### config.mk
export PLATFORM = sky130hd
export DESIGN_NAME = md_issue_ctrl_flat
export DESIGN_NICKNAME = d
export VERILOG_FILES = /design/src/rtl/md_issue_ctrl_if.sv /design/src/rtl/md_issue_ctrl.sv /design/src/flat_wrapper.sv
export SDC_FILE = /design/constraint.sdc
export NUM_CORES = 1
export LEC_CHECK = 0
export BUFFER_PORTS_ARGS = -buffer_cell sky130_fd_sc_hd__clkbuf_2
export CORE_AREA = 2 2 60 62
export DETAILED_ROUTE_END_ITERATION = 16
export DIE_AREA = 0 0 62 64
export HOLD_SLACK_MARGIN = 0.02
export PLACE_DENSITY = 0.77
export SKIP_LAST_GASP = 1
export SLEW_MARGIN = 20
export SYNTH_ARGS = -nofsm -noshare
export SYNTH_HDL_FRONTEND = slang
export SYNTH_SLANG_ARGS = --single-unit
### constraint.sdc
create_clock -name clk -period 3.25 [get_ports clk]
set_clock_uncertainty 0.15 [all_clocks]
set_input_delay 0.1625 -clock clk [delete_from_list [all_inputs] [get_ports clk]]
set_output_delay 0.1625 -clock clk [all_outputs]
set_load 0.03 [all_outputs]
### src/rtl/md_issue_ctrl_if.sv
// Start/write handshake between the E-stage issue controller and the HI/LO multiply/divide unit.
interface md_issue_ctrl_if;
    logic [3:0] hlu_type;
    logic       hlu_unsigned;
    logic       hlu_write;
    logic       hlu_dst;
    logic       hlu_busy;

    modport master (
        output hlu_type,
        output hlu_unsigned,
        output hlu_write,
        output hlu_dst,
        input  hlu_busy
    );

    modport slave (
        input  hlu_type,
        input  hlu_unsigned,
        input  hlu_write,
        input  hlu_dst,
        output hlu_busy
    );
endinterface

### src/rtl/md_issue_ctrl.sv
// E-stage initiator for the HI/LO mult/div unit: issues ops, tracks busy, stalls D, watchdogs the unit.
// Optional perf counters are built when MD_PERF_CNT_EN is defined; otherwise perf outputs read 0.
module md_issue_ctrl #(
    parameter int MUL_BUSY = 5,
    parameter int DIV_BUSY = 10,
    parameter int SLACK    = 4
) (
    input  logic          clk,
    input  logic          reset,
    input  logic          req,
    input  logic          e_valid,
    input  logic [2:0]    e_class,
    input  logic          d_md_use,
    md_issue_ctrl_if.master hlu,
    output logic          stall_d,
    output logic          err,
    output logic [31:0]   perf_issue,
    output logic [31:0]   perf_stall
);

    typedef enum logic [1:0] {IDLE, ISSUED, BUSY} state_t;

    localparam logic [4:0] MUL_EXP = 5'(MUL_BUSY);
    localparam logic [4:0] DIV_EXP = 5'(DIV_BUSY);
    localparam logic [4:0] SLACK_W = 5'(SLACK);

    state_t     state, state_nxt;
    logic [4:0] cnt, cnt_nxt;
    logic [4:0] exp_cnt, exp_nxt;
    logic [4:0] limit;
    logic       err_q, err_set;
    logic       is_op, is_div, issue, wr;

    assign is_op  = (e_class inside {3'd1, 3'd2, 3'd3, 3'd4});
    assign is_div = (e_class inside {3'd3, 3'd4});
    assign issue  = e_valid & ~req & (state == IDLE) & is_op;
    assign wr     = e_valid & ~req & (e_class inside {3'd5, 3'd6});
    assign limit  = exp_cnt + SLACK_W;

    always_ff @(posedge clk) begin
        if (reset) begin
            state   <= IDLE;
            cnt     <= '0;
            exp_cnt <= '0;
            err_q   <= 1'b0;
        end else begin
            state   <= state_nxt;
            cnt     <= cnt_nxt;
            exp_cnt <= exp_nxt;
            err_q   <= err_q | err_set;
        end
    end

    // Everything holds while req is up because the unit freezes alongside us.
    always_comb begin
        state_nxt = state;
        cnt_nxt   = cnt;
        exp_nxt   = exp_cnt;
        err_set   = 1'b0;
        if (!req && !reset) begin
            case (state)
                IDLE: begin
                    if (issue) begin
                        state_nxt = ISSUED;
                        exp_nxt   = is_div ? DIV_EXP : MUL_EXP;
                        cnt_nxt   = '0;
                    end
                end
                ISSUED: begin
                    if (hlu.hlu_busy) begin
                        state_nxt = BUSY;
                        cnt_nxt   = 5'd1;
                    end else begin
                        err_set   = 1'b1;
                        state_nxt = IDLE;
                    end
                end
                BUSY: begin
                    if (!hlu.hlu_busy) begin
                        state_nxt = IDLE;
                    end else if (cnt >= limit) begin
                        err_set   = 1'b1;
                        state_nxt = IDLE;
                    end else if (cnt != 5'd31) begin
                        cnt_nxt = cnt + 5'd1;
                    end
                end
                default: state_nxt = IDLE;
            endcase
        end
    end

    // Stall covers the start cycle itself since the unit's busy rises a cycle late.
    always_comb begin
        hlu.hlu_type     = 4'b0000;
        hlu.hlu_unsigned = 1'b0;
        if (issue) begin
            hlu.hlu_type     = is_div ? 4'b0010 : 4'b0001;
            hlu.hlu_unsigned = (e_class == 3'd2) || (e_class == 3'd4);
        end
        hlu.hlu_write = wr;
        hlu.hlu_dst   = wr & (e_class == 3'd5);
        stall_d       = d_md_use & (issue | (state != IDLE) | hlu.hlu_busy);
        err           = err_q | err_set;
    end

`ifdef MD_PERF_CNT_EN
    always_ff @(posedge clk) begin
        if (reset) begin
            perf_issue <= '0;
            perf_stall <= '0;
        end else begin
            if (issue)   perf_issue <= perf_issue + 32'd1;
            if (stall_d) perf_stall <= perf_stall + 32'd1;
        end
    end
`else
    assign perf_issue = '0;
    assign perf_stall = '0;
`endif

endmodule

### src/flat_wrapper.sv
// flat-port wrapper written by rule: the top's interface ports become plain ports
module md_issue_ctrl_flat 
#(
    parameter int MUL_BUSY = 5,
    parameter int DIV_BUSY = 10,
    parameter int SLACK    = 4
)
  (clk, reset, req, e_valid, e_class, d_md_use, stall_d, err, perf_issue, perf_stall, hlu_hlu_type, hlu_hlu_unsigned, hlu_hlu_write, hlu_hlu_dst, hlu_hlu_busy);
  md_issue_ctrl_if hlu_i ();
  input  logic clk;
  input  logic reset;
  input  logic req;
  input  logic e_valid;
  input  logic [2:0] e_class;
  input  logic d_md_use;
  output logic stall_d;
  output logic err;
  output logic [31:0] perf_issue;
  output logic [31:0] perf_stall;
  output wire logic [$bits(hlu_i.hlu_type)-1:0] hlu_hlu_type;
  output wire logic [$bits(hlu_i.hlu_unsigned)-1:0] hlu_hlu_unsigned;
  output wire logic [$bits(hlu_i.hlu_write)-1:0] hlu_hlu_write;
  output wire logic [$bits(hlu_i.hlu_dst)-1:0] hlu_hlu_dst;
  input wire logic [$bits(hlu_i.hlu_busy)-1:0] hlu_hlu_busy;
  assign hlu_hlu_type = hlu_i.hlu_type;
  assign hlu_hlu_unsigned = hlu_i.hlu_unsigned;
  assign hlu_hlu_write = hlu_i.hlu_write;
  assign hlu_hlu_dst = hlu_i.hlu_dst;
  assign hlu_i.hlu_busy = hlu_hlu_busy;
  md_issue_ctrl #(.MUL_BUSY(MUL_BUSY), .DIV_BUSY(DIV_BUSY), .SLACK(SLACK)) u_core (.clk(clk), .reset(reset), .req(req), .e_valid(e_valid), .e_class(e_class), .d_md_use(d_md_use), .hlu(hlu_i), .stall_d(stall_d), .err(err), .perf_issue(perf_issue), .perf_stall(perf_stall));
endmodule
==> results of run 1 <==
## power by group through the flow
stage          logic (mW)  registers [mW]  clock network [mW]
2_1_floorplan       0.226           0.135                   0
3_3_place_gp        0.185           0.136                   0
3_5_place_dp        0.187           0.136                   0
4_1_cts             0.188           0.133              0.0937
5_1_grt             0.205           0.134              0.0981
6_report            0.188           0.133              0.0885
## layer usage
layer | global-route usage (%) | wire length (um)
met4 | 6.38 | 55
met1 | 13.3 | 827
met5 | 0 | 0
met2 | 15.4 | 1010
met3 | 1.82 | 122
## sequential cells by signal, summed over array words and instances (netlist names)
register        count
u_core.cnt          5
u_core.err_q        1
u_core.state        2
u_core.exp_cnt      2
## critical path, stage by stage (launching register included)
cell,delay [ns]
dfxtp_1,0.42
inv_1,0.07
ha_1,0.26
nand2b_1,0.13
a31oi_1,0.09
o21ai_0,0.42
a31oi_1,0.19
o21ai_0,0.18
clkbuf_2,0.23
## cell usage in the layout (no fill, tap or decap), types with 2 or more instances in the layout
cell	Yosys	routed
conb_1	1	66
clkbuf_4	0	3
clkbuf_2	0	15
ha_1	13	13
inv_1	13	13
a21oi_1	7	7
nand2_1	9	9
nor2_1	6	6
nand2b_1	5	5
a31oi_1	2	2
nand3b_1	4	4
nor3_1	5	5
nor2b_1	2	2
o41a_1	2	2
dfxtp_1	10	10
o21ai_0	7	7
## synthesized netlist by cell type (4+ instances only)
| library cell | n | area share [%] |
|---|---|---|
| inv_1 | 13 | 3.5 |
| nor3_1 | 5 | 1.8 |
| a21oi_1 | 7 | 2.5 |
| ha_1 | 13 | 12 |
| o21ai_0 | 7 | 2.5 |
| nor2_1 | 6 | 1.6 |
| dfxtp_1 | 10 | 14 |
| buf_4 | 66 | 36 |
| nand3b_1 | 4 | 2.2 |
| nand2_1 | 9 | 2.4 |
| nand2b_1 | 5 | 2.3 |
## through the flow
step	cell area, um2	utilization, %	total power, mW	hold WS [ns]	std cells
CTS	1280	39.0	0.415	0.0648	238
global placement	1260	38.3	0.321	0.298	235
finish	1280	39.0	0.410	0.0634	238
floorplan	1630	-	0.361	0.151	241
detailed placement	1260	38.3	0.323	0.311	235
global route	1280	39.0	0.438	0.0793	238
## worst paths after layout
check	from	endpoint	slack, ns	depth (start not counted)
max	u_core.cnt[0]	err	0.67	8
min	hlu_hlu_busy	u_core.state[1]	0.06	3
max reg2reg	u_core.exp_cnt[2]	u_core.cnt[4]	0.76	8
min reg2reg	u_core.err_q	u_core.err_q	0.31	2
## cell families after synthesis
kind of cell,count (synthesis),synth area share (%)
buffers and inverters,80,39.7
and+or+nand+nor,39,15.9
AOI/OAI and AO/OA,30,15.7
adders and majority gates,13,11.8
DFF,10,14.5
muxes,2,1.54
other,1,0.271
xor gates and xnor gates,1,0.634
## cell type report
cell class | instances | area, um2 | share of cell area [%]
tap | 46 | 57.6 | 4.49
inverter | 13 | 48.8 | 3.81
timing repair buffer | 15 | 75.1 | 5.86
clock buffer | 3 | 22.5 | 1.76
sequential | 10 | 200 | 15.6
multi-input combinational | 151 | 877 | 68.5
==> out/qor.yml, run 1 <==
clocking:
  clock_sinks: 10
  cts_tree: "done"
  holdBufCountCts: 0
  cts_resized: 0
  cts.reportedPaths.clkPinSlew_ns: 0.06
  cts_root_buf: "clkbuf_4"
  clk_latency_ns: 0.27
  post_cts_buffers: 0
  htree_levels: 1
  numCtsBuffers: 3
  cts_max_path_buffers: 2
final_layout:
  drive_gt1_share_pct: 14.1
  antenna_cells: 0
  fillerInstances: 341
  area_delta_synth_final_pct: -7.25
  nNetsFinal: 216
drt:
  routed-via-count: 968
  wire_per_inst_um: 8.45
  wl_um: 2010
  postRouteAntennaNets: 0
  drt_pass1_iterations: 4
  route.detailed.drc: 0
  via_per_inst: 4.07
  drtIter0Drc: 11
timing:
  hold_viol: 0
  fin_ws_ns: 0.672
  worstMarginPinSlew_ns: 0.678
  fmax_mhz: 388
  period_needed_ns: 2.58
  fin_crit_sh_pct: 79.3
  slew_headroom_pct: 54.7
  drv_slew: 0
  rsz0062_at_grt: "no"
  final-setup-viol-count: 0
  tns_ns: 0
power:
  pwr-share-clk_pct: 21.6
  p_comb_share_pct: 45.9
  switching_share_pct: 49.3
  p_leak_nw: 0.636
  intPower_mw: 0.208
  p_switching_mw: 0.202
  seq_power_share_pct: 32.5
  powerDensity_nw_per_um2: 320
  vdd_ir_drop_max_uv: 134
die:
  start_util_pct: 42.1
  fp-row-count: 21
  die_h_um: 64
  die_area_um2: 3970
  fp.coreArea_um2: 3280
  die_w_um: 62
  io_pins: 82
outcome:
  status: "finished, final reports clean"
place:
  io_buffers: 15
  finalWeightedCongestion: 0.874
  dp_hpwl_um: 1760
  place_ws_ns: 0.752
setup_path:
  worstPathMaxFanout: 5
  crit_path_end_kind: "primary output"
  cp.arrival_ns: 2.27
  crit_required_ns: 2.94
  worstSetupPathType: "reg2out"
  start_kind: "flop"
global_routing:
  antenna_found_initial: 0
  grt_first_pass_wirelength_um: 3070
  grt_pass1_vias: 714
  grt-ovfl-total: 0
  track_usage_pct: 10.3
  grt_max_degree: 13
yosys:
  async_flop_share_pct: 0
  ys_types: 39
  ys_ff_latch: 10
  syn_area_per_cell_um2: 7.85
  ys_seq_area_share_pct: 14.5
  synth_cells: 176
  synth_top_flop_cell: "dfxtp_1"
  synth_warnings: 0
  synthesis.area_um2: 1380
  synth-edff-count: 0
worst_hold_path:
  hold_path_class: "in2reg"
job:
  maxCapViolations: 0
Note: power is estimated with default switching activity, not from simulation.
==> inputs of run 2 (changes only) <==
==> constraint.sdc (replaced) <==
create_clock -name clk -period 2.52 [get_ports clk]
set_clock_uncertainty 0.15 [all_clocks]
set_input_delay 0.126 -clock clk [delete_from_list [all_inputs] [get_ports clk]]
set_output_delay 0.126 -clock clk [all_outputs]
set_load 0.03 [all_outputs]
==> run 2 against run 1 <==
Net effect:
- core utilization increased by 2.7 points
- routed wire length increased by 13%
- die area unchanged
- critical path depth unchanged
- via count increased by 7.0%
- final cell count increased by 2.1%
- clock power increased by 72%
- sequential power increased by 29%
- worst setup slack got worse by 0.59 ns
- hold slack got worse by 0.033 ns
==> out/qor.yml, run 2 (synthesis gave the netlist of run 1 again) <==
die:
  die_area_um2: 3970
  io_pins: 82
  die_h_um: 64
  fp.coreArea_um2: 3280
  die_w_um: 62
  fp-row-count: 21
  start_util_pct: 42.1
drt:
  routed-via-count: 1036
  drt_pass1_iterations: 4
  wl_um: 2270
  via_per_inst: 4.26
  postRouteAntennaNets: 0
  drtIter0Drc: 9
  route.detailed.drc: 0
  wire_per_inst_um: 9.35
timing:
  tns_ns: 0
  period_needed_ns: 2.44
  rsz0062_at_grt: "yes"
  drv_slew: 0
  fmax_mhz: 410
  fin_ws_ns: 0.0813
  slew_headroom_pct: 52.1
  final-setup-viol-count: 0
  holdWs_ns: 0.0301
  fin_crit_sh_pct: 96.8
  worstMarginPinSlew_ns: 0.708
  hold_viol: 0
place:
  place_area_um2: 1280
  dp.cells: 238
  io_buffers: 15
  finalWeightedCongestion: 0.920
  place_ws_ns: 0.00142
  dp_hpwl_um: 1810
power:
  vdd_ir_drop_max_uv: 248
  power_mw: 0.590
  p_leak_nw: 0.674
  powerDensity_nw_per_um2: 430
setup_path:
  worstSetupPathType: "reg2reg"
  cp_common_cell: "ha_1"
  worstPathMaxFanout: 7
  path_cells: "ha_1 -> inv_1 -> ha_1 -> or4b_4 -> a311oi_4 -> o32ai_4 -> nand3b_1 -> o21ai_0"
  crit_path_end_kind: "flop"
  crit_buf_inv: 1
  crit_slowest_cell: "or4b_4"
  crit_required_ns: 2.52
  cp.arrival_ns: 2.44
  critPathMaxStageDelay_ns: 0.56
  critical-path-top-delay-family: "simple AND/OR/NAND/NOR gates"
  start_kind: "flop"
worst_hold_path:
  hold_path_class: "in2reg"
global_routing:
  grt-ovfl-total: 0
  grt_max_degree: 13
  grt_first_pass_wirelength_um: 3430
  antenna_found_initial: 0
  grt_pass1_vias: 820
  track_usage_pct: 11.3
final_layout:
  area_delta_synth_final_pct: -0.724
  fin_area_um2: 1370
  layout_commonest_cell: "conb_1"
  drive_gt1_share_pct: 17.3
  fin_util_pct: 41.8
  largest_register_ffs: 5
  top_register: "u_core.cnt"
  largest_registers: "u_core.cnt (5), u_core.exp_cnt (2), u_core.state (2)"
  fillerInstances: 332
  nNetsFinal: 220
  antenna_cells: 0
  fin_cells: 243
  mostFrequentLayoutCells: "conb_1 (66), clkbuf_2 (15), inv_1 (13), ha_1 (13), dfxtp_1 (10)"
clocking:
  numCtsBuffers: 3
  htree_levels: 1
  clk_latency_ns: 0.28
  cts_tree: "done"
  clock_sinks: 10
  cts_root_buf: "clkbuf_4"
  cts_max_path_buffers: 2
  cts.reportedPaths.clkPinSlew_ns: 0.07
job:
  maxCapViolations: 0
outcome:
  status: "finished, final reports clean"
==> run 2: area by class of cell <==
cell class | instances | area, um2 | share of cell area [%]
multi-input cells | 151 | 921 | 67.2
inverters | 13 | 48.8 | 3.56
repair buffers | 19 | 108 | 7.85
well taps | 46 | 57.6 | 4.20
flip-flops and latches | 10 | 200 | 14.6
clock buffers | 4 | 36.3 | 2.65
==> run 2: worst register-to-register path, cell delays in order, from the launching register on <==
cell and delay (ns):
dfxtp_1 0.35, ha_1 0.30, inv_1 0.05, ha_1 0.21, or4b_4 0.56, a311oi_4 0.32
o32ai_4 0.17, nand3b_1 0.14, o21ai_0 0.09
==> run 2: power breakdown <==
part | internal, mW | total [mW] | switching (mW)
clock | 0.0880 | 0.152 | 0.0638
sequential | 0.166 | 0.172 | 0.00629
combinational | 0.0571 | 0.266 | 0.209
total | 0.311 | 0.590 | 0.279
==> run 2: worst paths after layout <==
check	slack [ns]	startpoint	endpoint	cells past startpoint
hold reg to reg	0.32	u_core.err_q	u_core.err_q	2
setup reg to reg	0.08	u_core.exp_cnt[2]	u_core.cnt[0]	8
setup / recovery	0.08	u_core.exp_cnt[2]	u_core.cnt[0]	8
hold / removal	0.03	hlu_hlu_busy	u_core.state[1]	3
==> run 2: layer usage <==
layer,global-route usage [%],share of wire [%],vias to the layer above
met3,2.02,5.4,4
met5,0,0,-
met1,13.1,37,481
met4,7.45,2.3,0
li1,-,-,508
met2,18.2,56,43
==> run 2: repair_timing <==
item                                   CTS  global route
pin swaps                                0             3
setup buffers                            0             0
endpoints found under the hold margin    1             0
gates resized for setup                  2             5
hold buffers                             1             0
cloned                                   0             0
setup endpoints to repair                2             6
